`config.mk`:
```
export PLATFORM = sky130hd
export DESIGN_NAME = mem_stage_flat
export DESIGN_NICKNAME = d
export VERILOG_FILES = /design/src/rtl/mem_stage_if.sv /design/src/rtl/mem_stage.sv /design/src/flat_wrapper.sv
export SDC_FILE = /design/constraint.sdc
export NUM_CORES = 1
export LEC_CHECK = 0
export CAP_MARGIN = 20
export CORE_AREA = 2 2 131 165
export DETAILED_ROUTE_END_ITERATION = 10
export DIE_AREA = 0 0 133 167
export PLACE_DENSITY_LB_ADDON = 0.05
export SYNTH_ARGS = -nofsm -noshare
export SYNTH_HDL_FRONTEND = slang
export SYNTH_SLANG_ARGS = --single-unit
```
`constraint.sdc`:
```
create_clock -name clk -period 2.5 [get_ports clk]
set_input_delay 0.25 -clock clk [delete_from_list [all_inputs] [get_ports clk]]
set_output_delay 0.25 -clock clk [all_outputs]
set_load 0.1 [all_outputs]
```
`src/rtl/mem_stage_if.sv`:
```
`default_nettype none
// ============================================================================
// mem_stage_if : EX/MEM fields, SRAM response and MEM/WB outputs of mem_stage
// Revision: 1.0
// ============================================================================
interface mem_stage_if;
  logic        mem_flush_i;
  logic        mem_stall_i;
  logic        mem_wren_i;
  logic [4:0]  mem_waddr_i;
  logic [31:0] mem_wdata_i;
  logic [7:0]  mem_memop_i;
  logic        mem_inst_load_i;
  logic [1:0]  mem_memaddr_low_i;
  logic        mem_nofwd_i;
  logic [31:0] mem_pc_i;
  logic [31:0] mem_inst_i;
  logic        mem_inslot_i;
  logic [31:0] data_sram_rdata_i;
  logic        data_rvalid_i;
  logic        mem_stallreq_o;
  logic [31:0] mem_wdata_bp_o;
  logic        mem_nofwd_bp_o;
  logic        wb_wren_o;
  logic [4:0]  wb_waddr_o;
  logic [31:0] wb_wdata_o;
  logic [31:0] wb_pc_o;
  logic [31:0] wb_inst_o;
  logic        wb_inslot_o;

  modport master (
    output mem_flush_i, mem_stall_i, mem_wren_i, mem_waddr_i, mem_wdata_i,
           mem_memop_i, mem_inst_load_i, mem_memaddr_low_i, mem_nofwd_i,
           mem_pc_i, mem_inst_i, mem_inslot_i, data_sram_rdata_i, data_rvalid_i,
    input  mem_stallreq_o, mem_wdata_bp_o, mem_nofwd_bp_o, wb_wren_o,
           wb_waddr_o, wb_wdata_o, wb_pc_o, wb_inst_o, wb_inslot_o
  );

  modport slave (
    input  mem_flush_i, mem_stall_i, mem_wren_i, mem_waddr_i, mem_wdata_i,
           mem_memop_i, mem_inst_load_i, mem_memaddr_low_i, mem_nofwd_i,
           mem_pc_i, mem_inst_i, mem_inslot_i, data_sram_rdata_i, data_rvalid_i,
    output mem_stallreq_o, mem_wdata_bp_o, mem_nofwd_bp_o, wb_wren_o,
           wb_waddr_o, wb_wdata_o, wb_pc_o, wb_inst_o, wb_inslot_o
  );
endinterface
`default_nettype wire

```
`src/rtl/mem_stage.sv`:
```
`default_nettype none
// ============================================================================
// mem_stage : load data extraction, load-response wait/buffer FSM, MEM/WB regs
// Revision: 1.0
// ============================================================================
module mem_stage (
  input wire logic   clk,
  input wire logic   rst_n,
  mem_stage_if.slave bus
);

  typedef enum logic [1:0] {
    S_IDLE = 2'd0,
    S_HOLD = 2'd1,
    S_DROP = 2'd2
  } state_t;

  state_t      r_state;
  logic [31:0] r_buf;
  logic        r_wb_wren;
  logic [4:0]  r_wb_waddr;
  logic [31:0] r_wb_wdata;
  logic [31:0] r_wb_pc;
  logic [31:0] r_wb_inst;
  logic        r_wb_inslot;

  logic        w_ld;
  logic        w_avail;
  logic [31:0] w_src;
  logic [7:0]  w_byte;
  logic [15:0] w_half;
  logic [31:0] w_ext;
  logic [31:0] w_res;

  assign w_ld    = bus.mem_inst_load_i;
  assign w_avail = (r_state == S_HOLD) | ((r_state == S_IDLE) & bus.data_rvalid_i);
  assign w_src   = (r_state == S_HOLD) ? r_buf : bus.data_sram_rdata_i;
  assign w_half  = bus.mem_memaddr_low_i[1] ? w_src[31:16] : w_src[15:0];

  always_comb begin
    w_byte = w_src[7:0];
    case (bus.mem_memaddr_low_i)
      2'd0:    w_byte = w_src[7:0];
      2'd1:    w_byte = w_src[15:8];
      2'd2:    w_byte = w_src[23:16];
      default: w_byte = w_src[31:24];
    endcase
  end

  always_comb begin
    w_ext = w_src;
    if (bus.mem_memop_i[0])
      w_ext = {{24{w_byte[7]}}, w_byte};
    else if (bus.mem_memop_i[1])
      w_ext = {24'd0, w_byte};
    else if (bus.mem_memop_i[2])
      w_ext = {{16{w_half[15]}}, w_half};
    else if (bus.mem_memop_i[3])
      w_ext = {16'd0, w_half};
  end

  assign w_res = w_ld ? w_ext : bus.mem_wdata_i;

  assign bus.mem_wdata_bp_o = w_res;
  assign bus.mem_nofwd_bp_o = bus.mem_nofwd_i | (w_ld & ~w_avail);
  assign bus.mem_stallreq_o = w_ld & ~w_avail & ~bus.mem_flush_i;

  always_ff @(posedge clk or negedge rst_n) begin
    if (!rst_n) begin
      r_state     <= S_IDLE;
      r_buf       <= '0;
      r_wb_wren   <= 1'b0;
      r_wb_waddr  <= '0;
      r_wb_wdata  <= '0;
      r_wb_pc     <= '0;
      r_wb_inst   <= '0;
      r_wb_inslot <= 1'b0;
    end else begin
      case (r_state)
        S_IDLE: begin
          // A flushed load whose response is still outstanding must swallow it later.
          if (bus.mem_flush_i) begin
            if (w_ld & ~bus.data_rvalid_i)
              r_state <= S_DROP;
          end else if (w_ld & bus.data_rvalid_i & bus.mem_stall_i) begin
            r_state <= S_HOLD;
            r_buf   <= bus.data_sram_rdata_i;
          end
        end
        S_HOLD: begin
          if (bus.mem_flush_i) begin
            r_state <= S_IDLE;
            r_buf   <= '0;
          end else if (!bus.mem_stall_i) begin
            r_state <= S_IDLE;
          end
        end
        S_DROP: begin
          if (!bus.mem_flush_i && bus.data_rvalid_i)
            r_state <= S_IDLE;
        end
        default: r_state <= S_IDLE;
      endcase

      if (bus.mem_flush_i) begin
        r_wb_wren   <= 1'b0;
        r_wb_waddr  <= '0;
        r_wb_wdata  <= '0;
        r_wb_pc     <= '0;
        r_wb_inst   <= '0;
        r_wb_inslot <= 1'b0;
      end else if (!bus.mem_stall_i) begin
        r_wb_wren   <= bus.mem_wren_i;
        r_wb_waddr  <= bus.mem_waddr_i;
        r_wb_wdata  <= w_res;
        r_wb_pc     <= bus.mem_pc_i;
        r_wb_inst   <= bus.mem_inst_i;
        r_wb_inslot <= bus.mem_inslot_i;
      end
    end
  end

  assign bus.wb_wren_o   = r_wb_wren;
  assign bus.wb_waddr_o  = r_wb_waddr;
  assign bus.wb_wdata_o  = r_wb_wdata;
  assign bus.wb_pc_o     = r_wb_pc;
  assign bus.wb_inst_o   = r_wb_inst;
  assign bus.wb_inslot_o = r_wb_inslot;

endmodule
`default_nettype wire

```
`src/flat_wrapper.sv`:
```
// flat-port wrapper written by rule: the top's interface ports become plain ports
module mem_stage_flat 
  (clk, rst_n, bus_mem_flush_i, bus_mem_stall_i, bus_mem_wren_i, bus_mem_waddr_i, bus_mem_wdata_i, bus_mem_memop_i, bus_mem_inst_load_i, bus_mem_memaddr_low_i, bus_mem_nofwd_i, bus_mem_pc_i, bus_mem_inst_i, bus_mem_inslot_i, bus_data_sram_rdata_i, bus_data_rvalid_i, bus_mem_stallreq_o, bus_mem_wdata_bp_o, bus_mem_nofwd_bp_o, bus_wb_wren_o, bus_wb_waddr_o, bus_wb_wdata_o, bus_wb_pc_o, bus_wb_inst_o, bus_wb_inslot_o);
  mem_stage_if bus_i ();
  input wire logic clk;
  input wire logic rst_n;
  input wire logic [$bits(bus_i.mem_flush_i)-1:0] bus_mem_flush_i;
  input wire logic [$bits(bus_i.mem_stall_i)-1:0] bus_mem_stall_i;
  input wire logic [$bits(bus_i.mem_wren_i)-1:0] bus_mem_wren_i;
  input wire logic [$bits(bus_i.mem_waddr_i)-1:0] bus_mem_waddr_i;
  input wire logic [$bits(bus_i.mem_wdata_i)-1:0] bus_mem_wdata_i;
  input wire logic [$bits(bus_i.mem_memop_i)-1:0] bus_mem_memop_i;
  input wire logic [$bits(bus_i.mem_inst_load_i)-1:0] bus_mem_inst_load_i;
  input wire logic [$bits(bus_i.mem_memaddr_low_i)-1:0] bus_mem_memaddr_low_i;
  input wire logic [$bits(bus_i.mem_nofwd_i)-1:0] bus_mem_nofwd_i;
  input wire logic [$bits(bus_i.mem_pc_i)-1:0] bus_mem_pc_i;
  input wire logic [$bits(bus_i.mem_inst_i)-1:0] bus_mem_inst_i;
  input wire logic [$bits(bus_i.mem_inslot_i)-1:0] bus_mem_inslot_i;
  input wire logic [$bits(bus_i.data_sram_rdata_i)-1:0] bus_data_sram_rdata_i;
  input wire logic [$bits(bus_i.data_rvalid_i)-1:0] bus_data_rvalid_i;
  output wire logic [$bits(bus_i.mem_stallreq_o)-1:0] bus_mem_stallreq_o;
  output wire logic [$bits(bus_i.mem_wdata_bp_o)-1:0] bus_mem_wdata_bp_o;
  output wire logic [$bits(bus_i.mem_nofwd_bp_o)-1:0] bus_mem_nofwd_bp_o;
  output wire logic [$bits(bus_i.wb_wren_o)-1:0] bus_wb_wren_o;
  output wire logic [$bits(bus_i.wb_waddr_o)-1:0] bus_wb_waddr_o;
  output wire logic [$bits(bus_i.wb_wdata_o)-1:0] bus_wb_wdata_o;
  output wire logic [$bits(bus_i.wb_pc_o)-1:0] bus_wb_pc_o;
  output wire logic [$bits(bus_i.wb_inst_o)-1:0] bus_wb_inst_o;
  output wire logic [$bits(bus_i.wb_inslot_o)-1:0] bus_wb_inslot_o;
  assign bus_i.mem_flush_i = bus_mem_flush_i;
  assign bus_i.mem_stall_i = bus_mem_stall_i;
  assign bus_i.mem_wren_i = bus_mem_wren_i;
  assign bus_i.mem_waddr_i = bus_mem_waddr_i;
  assign bus_i.mem_wdata_i = bus_mem_wdata_i;
  assign bus_i.mem_memop_i = bus_mem_memop_i;
  assign bus_i.mem_inst_load_i = bus_mem_inst_load_i;
  assign bus_i.mem_memaddr_low_i = bus_mem_memaddr_low_i;
  assign bus_i.mem_nofwd_i = bus_mem_nofwd_i;
  assign bus_i.mem_pc_i = bus_mem_pc_i;
  assign bus_i.mem_inst_i = bus_mem_inst_i;
  assign bus_i.mem_inslot_i = bus_mem_inslot_i;
  assign bus_i.data_sram_rdata_i = bus_data_sram_rdata_i;
  assign bus_i.data_rvalid_i = bus_data_rvalid_i;
  assign bus_mem_stallreq_o = bus_i.mem_stallreq_o;
  assign bus_mem_wdata_bp_o = bus_i.mem_wdata_bp_o;
  assign bus_mem_nofwd_bp_o = bus_i.mem_nofwd_bp_o;
  assign bus_wb_wren_o = bus_i.wb_wren_o;
  assign bus_wb_waddr_o = bus_i.wb_waddr_o;
  assign bus_wb_wdata_o = bus_i.wb_wdata_o;
  assign bus_wb_pc_o = bus_i.wb_pc_o;
  assign bus_wb_inst_o = bus_i.wb_inst_o;
  assign bus_wb_inslot_o = bus_i.wb_inslot_o;
  mem_stage u_core (.clk(clk), .rst_n(rst_n), .bus(bus_i));
endmodule
```
## Word-level counts from Yosys, hierarchy flattened

Index checks and enable logic that the tools add are counted.

- Flip-flop bits (word level): 137
- Logic and storage cells: 69

- Equal/unequal tests: 12
- Mux-type cells: 31
- Bitwise gates (word level): 11
- Reductions and logical operators: 7

Operators by type and width:

| operator | count |
|---|---|
| $mux 32 | 15 |
| $pmux 32 s2 | 1 |
| $pmux 8 s3 | 1 |
| $mux 16 | 1 |
| $mux 2 | 6 |
| $mux 5 | 2 |
| $ne 3x3->1 const B | 3 |
| $ne 2x2->1 const B | 4 |
| $reduce_and 4->1 | 2 |
| $and 1x1->1 | 6 |
| $pmux 2 s3 | 1 |
| $eq 2x1->1 const B | 2 |
| $eq 2x2->1 const B | 2 |
| $logic_not 2->1 | 2 |
| $mux 1 | 4 |
| $not 1->1 | 3 |
| $ne 2x1->1 const B | 1 |
| $or 1x1->1 | 2 |
| $reduce_bool 2->1 | 1 |
| $logic_and 1x1->1 | 1 |
| $logic_not 1->1 | 1 |

## Depth between registers and ports, before layout

Gate-level depths: netlist (run 1).

- Depth after elaboration: 10
- Mapped depth: 8
- Mapped depth without buffers: 5

## Worst setup path after synthesis (run 1)

OpenSTA, ideal clock, no wires.

- Kind: flip-flop to output port
- From: register u_core.r_state[1]
- To: output port bus_mem_wdata_bp_o[10]
- Arrival time: 3,150 ps
- Required time: 2,250 ps
- Slack: -900 ps
- Cell stages (with the launch flop): 9
- Buffers on the path: 3
- Path through: dfrtp_1 nand2b_1 buf_6 buf_6 mux2i_1 a221oi_4 a21oi_2 buf_2 a21oi_1

- Cells in the longest elaborated chain, start to end: 8
- Elaborated cells on any way between the ends: 9
- Classes of those cells: eq/ne: 1; mux: 8

Ends and longest elaborated chain:

| item | RTL line | RTL |
|---|---|---|
| from (decl) | mem_stage.sv:18 | `state_t r_state;` |
| from (signal assigned) | mem_stage.sv:70 | `r_state <= S_IDLE;` |
| from (signal assigned) | mem_stage.sv:84 | `r_state <= S_DROP;` |
| from (signal assigned) | mem_stage.sv:86 | `r_state <= S_HOLD;` |
| $eq 2x1->1 * | mem_stage.sv:37 | `assign w_src = (r_state == S_HOLD) ? r_buf : bus.data_sram_rdata_i;` |
| $mux 32 * | mem_stage.sv:37 |  |
| $mux 16 | mem_stage.sv:38 | `assign w_half = bus.mem_memaddr_low_i[1] ? w_src[31:16] : w_src[15:0];` |
| $mux 32 | mem_stage.sv:58 | `else if (bus.mem_memop_i[3])` |
| $mux 32 | mem_stage.sv:56 | `else if (bus.mem_memop_i[2])` |
| $mux 32 | mem_stage.sv:54 | `else if (bus.mem_memop_i[1])` |
| $mux 32 * | mem_stage.sv:52 | `if (bus.mem_memop_i[0])` |
| $mux 32 * | mem_stage.sv:62 | `assign w_res = w_ld ? w_ext : bus.mem_wdata_i;` |
| to (decl) | flat_wrapper.sv:22 | `output wire logic [$bits(bus_i.mem_wdata_bp_o)-1:0] bus_mem_wdata_bp_o;` |

Mark *: on every way between the ends. The rest lies on a longest branch, timed or not.

## Worst setup path in the final report (run 1)

- From: register u_core.r_state[1]
- To: output port bus_mem_wdata_bp_o[2]

Same word-level chain as after synthesis.

==> results of run 1 <==
critical path, cell delays in order, from the launching register on:
cell and delay (ps):
dfrtp_1 380, nand2b_4 200, buf_4 170, buf_12 150, mux2i_4 190, buf_4 160, o22ai_1 140, o21ai_1 90
buf_4 140, a31oi_4 190, buf_12 190
state kept, by name, indices dropped and copies added (netlist names):
| name | flops |
|---|---|
| u_core.bus.wb_wren_o | 1 |
| u_core.bus.wb_wdata_o | 32 |
| u_core.bus.wb_inslot_o | 1 |
| u_core.bus.wb_pc_o | 32 |
| u_core.bus.wb_waddr_o | 5 |
| u_core.bus.wb_inst_o | 32 |
| u_core.r_state | 2 |
| u_core.r_buf | 32 |
Yosys cell counts, types with 3 or more instances:
library cell,instances
o22a_1,7
nor2_1,132
buf_2,7
inv_1,3
buf_1,6
o21ai_0,57
buf_6,3
o22ai_1,9
nand2_1,97
nand2b_1,3
dfrtp_1,137
o211ai_1,7
a22oi_1,7
o221ai_1,7
o21a_1,15
or2_2,4
mux2_2,8
o31ai_1,23
a221oi_2,10
mux4_2,3
mux2i_1,97
clkbuf_1,46
a31oi_1,15
a21oi_1,19
a221oi_1,6
area by class of cell:
type                       count  share of cell area
clock buffer                  19              0.0360
multi-input combinational    540               0.323
clock inverter                13              0.0149
sequential                   137               0.279
tap                          274              0.0279
inverter                       4             0.00122
timing repair buffer         391               0.318
metal layers:
layer  share of wire  vias up  global-route usage
met5               0        -                   0
met4           0.036        0              0.0986
met3           0.057       39              0.0475
met2            0.49      237               0.385
met1            0.42     3292               0.294
li1                -     3344                   -
logic make-up after synthesis:
| logic type | Yosys count |
|---|---|
| buffers and inverters | 67 |
| flip-flops | 137 |
| AND/OR/NAND/NOR | 242 |
| AO/OA/AOI/OAI | 189 |
| multiplexers | 108 |
power by group through the flow:
stage | clock network, W | registers (W) | logic (W)
2_1_floorplan | 0 | 0.00341 | 0.00111
3_3_place_gp | 0 | 0.00265 | 0.00291
3_5_place_dp | 0 | 0.00266 | 0.00292
4_1_cts | 0.00276 | 0.00263 | 0.00303
5_1_grt | 0.00287 | 0.00267 | 0.00319
6_report | 0.00270 | 0.00264 | 0.00304
metrics by stage:
step | instance area, um2 | instances | power, W
6_report | 12300 | 1378 | 0.00837
2_1_floorplan | 7450 | 743 | 0.00452
5_1_grt | 12300 | 1378 | 0.00873
3_5_place_dp | 11100 | 1319 | 0.00559
4_1_cts | 12200 | 1374 | 0.00842
3_3_place_gp | 11100 | 1319 | 0.00556
worst paths after layout:
| check | from | slack (ps) | cells past startpoint | end |
|---|---|---|---|---|
| worst max-delay path | u_core.r_state[1]$_DFFE_PN0P_ | -180 | 10 | bus_mem_wdata_bp_o[2] |
| worst min-delay path | bus_mem_flush_i | 220 | 3 | u_core.r_state[1]$_DFFE_PN0P_ |
| worst max register to register | u_core.r_state[1]$_DFFE_PN0P_ | 340 | 10 | u_core.bus.wb_wdata_o[23]$_DFFE_PN0P_ |
| worst min register to register | u_core.r_buf[13]$_DFFE_PN0P_ | 470 | 2 | u_core.r_buf[13]$_DFFE_PN0P_ |
| max in group asynchronous | rst_n | 1380 | 3 | u_core.bus.wb_inst_o[21]$_DFFE_PN0P_ |
| min in group asynchronous | rst_n | 360 | 2 | u_core.bus.wb_pc_o[17]$_DFFE_PN0P_ |
what timing repair did:
action	in CTS	in global routing
pin swaps	13	7
buffers inserted	17	5
cloned	5	0
hold buffers	1	0
hold endpoints to repair	52	0
endpoints found under the setup margin	32	32
gates resized for setup	47	15
==> flow_metrics.env, run 1 <==
export IMPL_first_pass_iters=4
export IMPL_maxSlewHeadroom=0.409
export IMPL_num_antenna_cells=0
export IMPL_fin_hold_ws_ps=218
export IMPL_synth_edf_count=0
export IMPL_core_area_um2=20600
export IMPL_fmax_mhz=374
export IMPL_status="finished, violations left"
export IMPL_final_common_cell="buf_4"
export IMPL_gp_congestion=0.905
export IMPL_async_flop_share=1.00
export IMPL_layout_min_cycle_time_ps=2680
export IMPL_clkSlewWorstSetupHoldPaths_ps=60
export IMPL_cts_buffers=17
export IMPL_post_route_util=0.597
export IMPL_setup_tns_ps=-4540
export IMPL_slew_violations=0
export IMPL_syn_inst=743
export IMPL_viasPerCell=5.02
export IMPL_drt_wl_total_um=25700
export IMPL_die_x_um=133
export IMPL_drtAntennaViolNets=0
export IMPL_drv_cap=0
export IMPL_max_vdd_ir_drop_mv=0.495
export IMPL_cp_max_fo=10
export IMPL_crit_required_ps=2250
export IMPL_area_growth_pct=72.7
export IMPL_cp_arrival_ps=2430
export IMPL_period_share=1.07
export IMPL_synth_top_area_share=0.482
export IMPL_yosysUniqueCellTypes=40
export IMPL_layout_area_seq_um2=3430
export IMPL_setup_viol=31
export IMPL_violations="setup timing"
export IMPL_synth_seq_cells=137
export IMPL_synth_compound_area_frac=0.186
export IMPL_grt_pass1_wl_um=39900
export IMPL_synth_top_family_by_area="compound AO/OA/AOI/OAI gates"
export IMPL_drive_gt1_frac=0.333
export IMPL_drt_wirelength_per_cell_um=18.6
export IMPL_critPathKind="flip-flop to primary output"
export IMPL_powerDensity_nw_per_um2=681
export IMPL_pwr_share_seq=0.315
export IMPL_initial_core_util=0.345
export IMPL_drc=0
export IMPL_synth_top_area_cell="dfrtp_1"
export IMPL_fin_ws_ps=-177
export IMPL_grt_max_degree=65
export IMPL_tritoncts="done"
export IMPL_clock_latency_ps=420
export IMPL_synth_area_mux_share=0.159
export IMPL_fp_dieH_um=167
export IMPL_clk_root_buffer_cell="clkbuf_16"
export IMPL_antenna_found_initial=0
export IMPL_fin_skew_ps=11.8
export IMPL_placementRows=59
export IMPL_power_switching_w=0.00320
export IMPL_initialDrtViolationCount=307
export IMPL_grt_util_all_layers=0.232
export IMPL_dp_slack_ps=-149
export IMPL_nFillCells=1781
export IMPL_p_leak_nw=5.75
export IMPL_p_sw_frac=0.383
export IMPL_hp_class="primary input to flip-flop"
export IMPL_hold_viol=0
export IMPL_combPwrFrac=0.363
export IMPL_die_area_um2=22200
export IMPL_dp_final_hpwl_um=18600
export IMPL_yosys_warnings=0
export IMPL_p_int_w=0.00517
export IMPL_clock_path_buffers=2
export IMPL_synthAdderAreaFrac=0
export IMPL_synthXorXnorAreaFrac=0
export IMPL_layout_common_cells="buf_4, clkdlybuf4s50_1, dfrtp_1"
export IMPL_syn_num_nets=895
export IMPL_multi_input_area_um2=3970
export IMPL_cp_start_kind="flip-flop"
export IMPL_synthSimpleGateAreaFrac=0.133
export IMPL_htreeDepth=4
export IMPL_critPathCaptureType="primary output"
export IMPL_rsz0062_at_grt="true"
export IMPL_yosysSeqAreaShare=0.482
export IMPL_overflow=0
export IMPL_grt_pass1_vias=6797
export IMPL_ioPinCount=289
export IMPL_clkPwrFrac=0.322
export IMPL_worst_slew_pin_slew_ps=881
export IMPL_fin_nets=1243
export IMPL_cts_sinks=137
export IMPL_synth_area_um2=7110
export IMPL_synthTopCellsByArea="dfrtp_1, mux2i_1, nor2_1, nand2_1, o21ai_0"
export IMPL_vias=6912
export IMPL_syn_avg_cell_area_um2=9.58
export IMPL_io_buffers=284
export IMPL_synth_flop_cell="dfrtp_1"
Power figures use the tool's default switching activity.
==> run 2: changes to the inputs <==
- clock period: 2.5 -> 2.3 ns (I/O delays scaled with it)
==> flow_metrics.env, run 2 (synthesis gave the netlist of run 1 again) <==
export IMPL_status="finished, violations left"
export IMPL_violations="setup timing"
export IMPL_placementRows=59
export IMPL_max_vdd_ir_drop_mv=0.531
export IMPL_overflow=0
export IMPL_fmax_mhz=368
export IMPL_clk_root_buffer_cell="clkbuf_16"
export IMPL_grt_util_all_layers=0.231
export IMPL_drive_gt1_frac=0.341
export IMPL_reg2regPathDepth=9
export IMPL_drc=0
export IMPL_stdcell_count=1372
export IMPL_initialDrtViolationCount=248
export IMPL_gp_congestion=0.849
export IMPL_drt_wl_total_um=25700
export IMPL_drtAntennaViolNets=0
export IMPL_clock_path_buffers=2
export IMPL_vias=6790
export IMPL_grt_max_degree=73
export IMPL_hp_class="primary input to flip-flop"
export IMPL_cp_max_fo=6
export IMPL_viasPerCell=4.95
export IMPL_area_growth_pct=75.2
export IMPL_hold_depth=3
export IMPL_layout_common_cells="buf_4, clkdlybuf4s50_1, dfrtp_1"
export IMPL_multi_input_area_um2=4120
export IMPL_powerDensity_nw_per_um2=734
export IMPL_fin_ws_ps=-417
export IMPL_worst_slew_pin_slew_ps=565
export IMPL_cts_buffers=17
export IMPL_drv_cap=0
export IMPL_design_area_um2=12500
export IMPL_setup_viol=32
export IMPL_htreeDepth=4
export IMPL_clock_latency_ps=420
export IMPL_tritoncts="done"
export IMPL_ioPinCount=289
export IMPL_fin_nets=1237
export IMPL_clkSlewWorstSetupHoldPaths_ps=60
export IMPL_period_share=1.18
export IMPL_die_x_um=133
export IMPL_p_leak_nw=5.73
export IMPL_first_pass_iters=4
export IMPL_fin_hold_ws_ps=156
export IMPL_grt_pass1_wl_um=39500
export IMPL_dp_slack_ps=-346
export IMPL_critPathKind="flip-flop to primary output"
export IMPL_core_area_um2=20600
export IMPL_io_buffers=284
export IMPL_initial_core_util=0.345
export IMPL_crit_required_ps=2070
export IMPL_drt_wirelength_per_cell_um=18.7
export IMPL_final_common_cell="buf_4"
export IMPL_cp_start_kind="flip-flop"
export IMPL_placed_area_um2=11400
export IMPL_slew_violations=0
export IMPL_hold_viol=0
export IMPL_grt_pass1_vias=6747
export IMPL_cts_sinks=137
export IMPL_cp_arrival_ps=2490
export IMPL_layout_area_seq_um2=3430
export IMPL_layout_min_cycle_time_ps=2720
export IMPL_fp_dieH_um=167
export IMPL_fin_skew_ps=12.4
export IMPL_dp_final_hpwl_um=18700
export IMPL_rsz0062_at_grt="true"
export IMPL_critPathCaptureType="primary output"
export IMPL_maxSlewHeadroom=0.620
export IMPL_die_area_um2=22200
export IMPL_place_inst=1325
export IMPL_post_route_util=0.605
export IMPL_nFillCells=1767
export IMPL_antenna_found_initial=1
-- run 2: changes by cell type in the layout (fill, tap and decap cells not counted), moves of 4 or more --
cell and change:
o21ai_2 +6, buf_12 +10, mux2i_4 +4, a221oi_2 -7, a221oi_4 +6, o21ai_1 -6, buf_4 -15, mux2i_1 -4
-- run 2: layout make-up --
class | instances | share of cell area
Multi-Input combinational cell | 539 | 0.331
Timing Repair Buffer | 386 | 0.316
Sequential cell | 137 | 0.275
Clock buffer | 17 | 0.0341
Tap cell | 274 | 0.0275
Clock inverter | 14 | 0.0151
Inverter | 4 | 0.00120
Antenna cell | 1 | 0.000201
-- run 2: metal layers --
metal | vias up | wire (um) | GRT usage
li1 | 3324 | - | -
met1 | 3240 | 10800 | 0.284
met2 | 196 | 12900 | 0.393
met3 | 30 | 1280 | 0.0505
met4 | 0 | 732 | 0.0949
met5 | - | 0 | 0
-- run 2: repair_timing --
item,in CTS,in global routing
setup buffers,9,9
hold endpoints to repair,45,0
hold buffers,1,0
gates cloned,3,1
endpoints found under the setup margin,32,33
gates resized for setup,28,40
pin swaps,15,18
-- run 2: metrics by stage --
step	total power [W]	setup TNS [ps]
after floorplan	0.00495	-3210
after global placement	0.00612	-7880
after detailed placement	0.00615	-9050
after CTS	0.00916	-12030
after global routing	0.00951	-13330
final	0.00915	-10750
-- run 2: worst paths after layout --
check                                                            from                               endpoint  slack (ps)
worst max-delay path                    u_core.r_state[1]$_DFFE_PN0P_                 bus_mem_wdata_bp_o[13]        -420
worst min-delay path                                  bus_mem_flush_i          u_core.r_state[1]$_DFFE_PN0P_         160
worst max register to register          u_core.r_state[1]$_DFFE_PN0P_  u_core.bus.wb_wdata_o[11]$_DFFE_PN0P_          90
worst min register to register  u_core.bus.wb_wdata_o[18]$_DFFE_PN0P_  u_core.bus.wb_wdata_o[18]$_DFFE_PN0P_         480
max in group asynchronous                                       rst_n   u_core.bus.wb_wdata_o[6]$_DFFE_PN0P_        1360
min in group asynchronous                                       rst_n     u_core.bus.wb_pc_o[20]$_DFFE_PN0P_         310
-- run 2: critical path: stages (launching register included) --
cell	delay, ps
dfrtp_1	380
nand2b_4	200
buf_12	160
mux2i_4	200
a221oi_4	320
buf_6	180
a21oi_4	80
clkbuf_16	180
a21oi_4	160
buf_12	190
-- run 2: power by group --
| part | internal, W | switching [W] |
|---|---|---|
| clock | 0.00174 | 0.00118 |
| sequential | 0.00269 | 0.000177 |
| combinational | 0.00118 | 0.00218 |
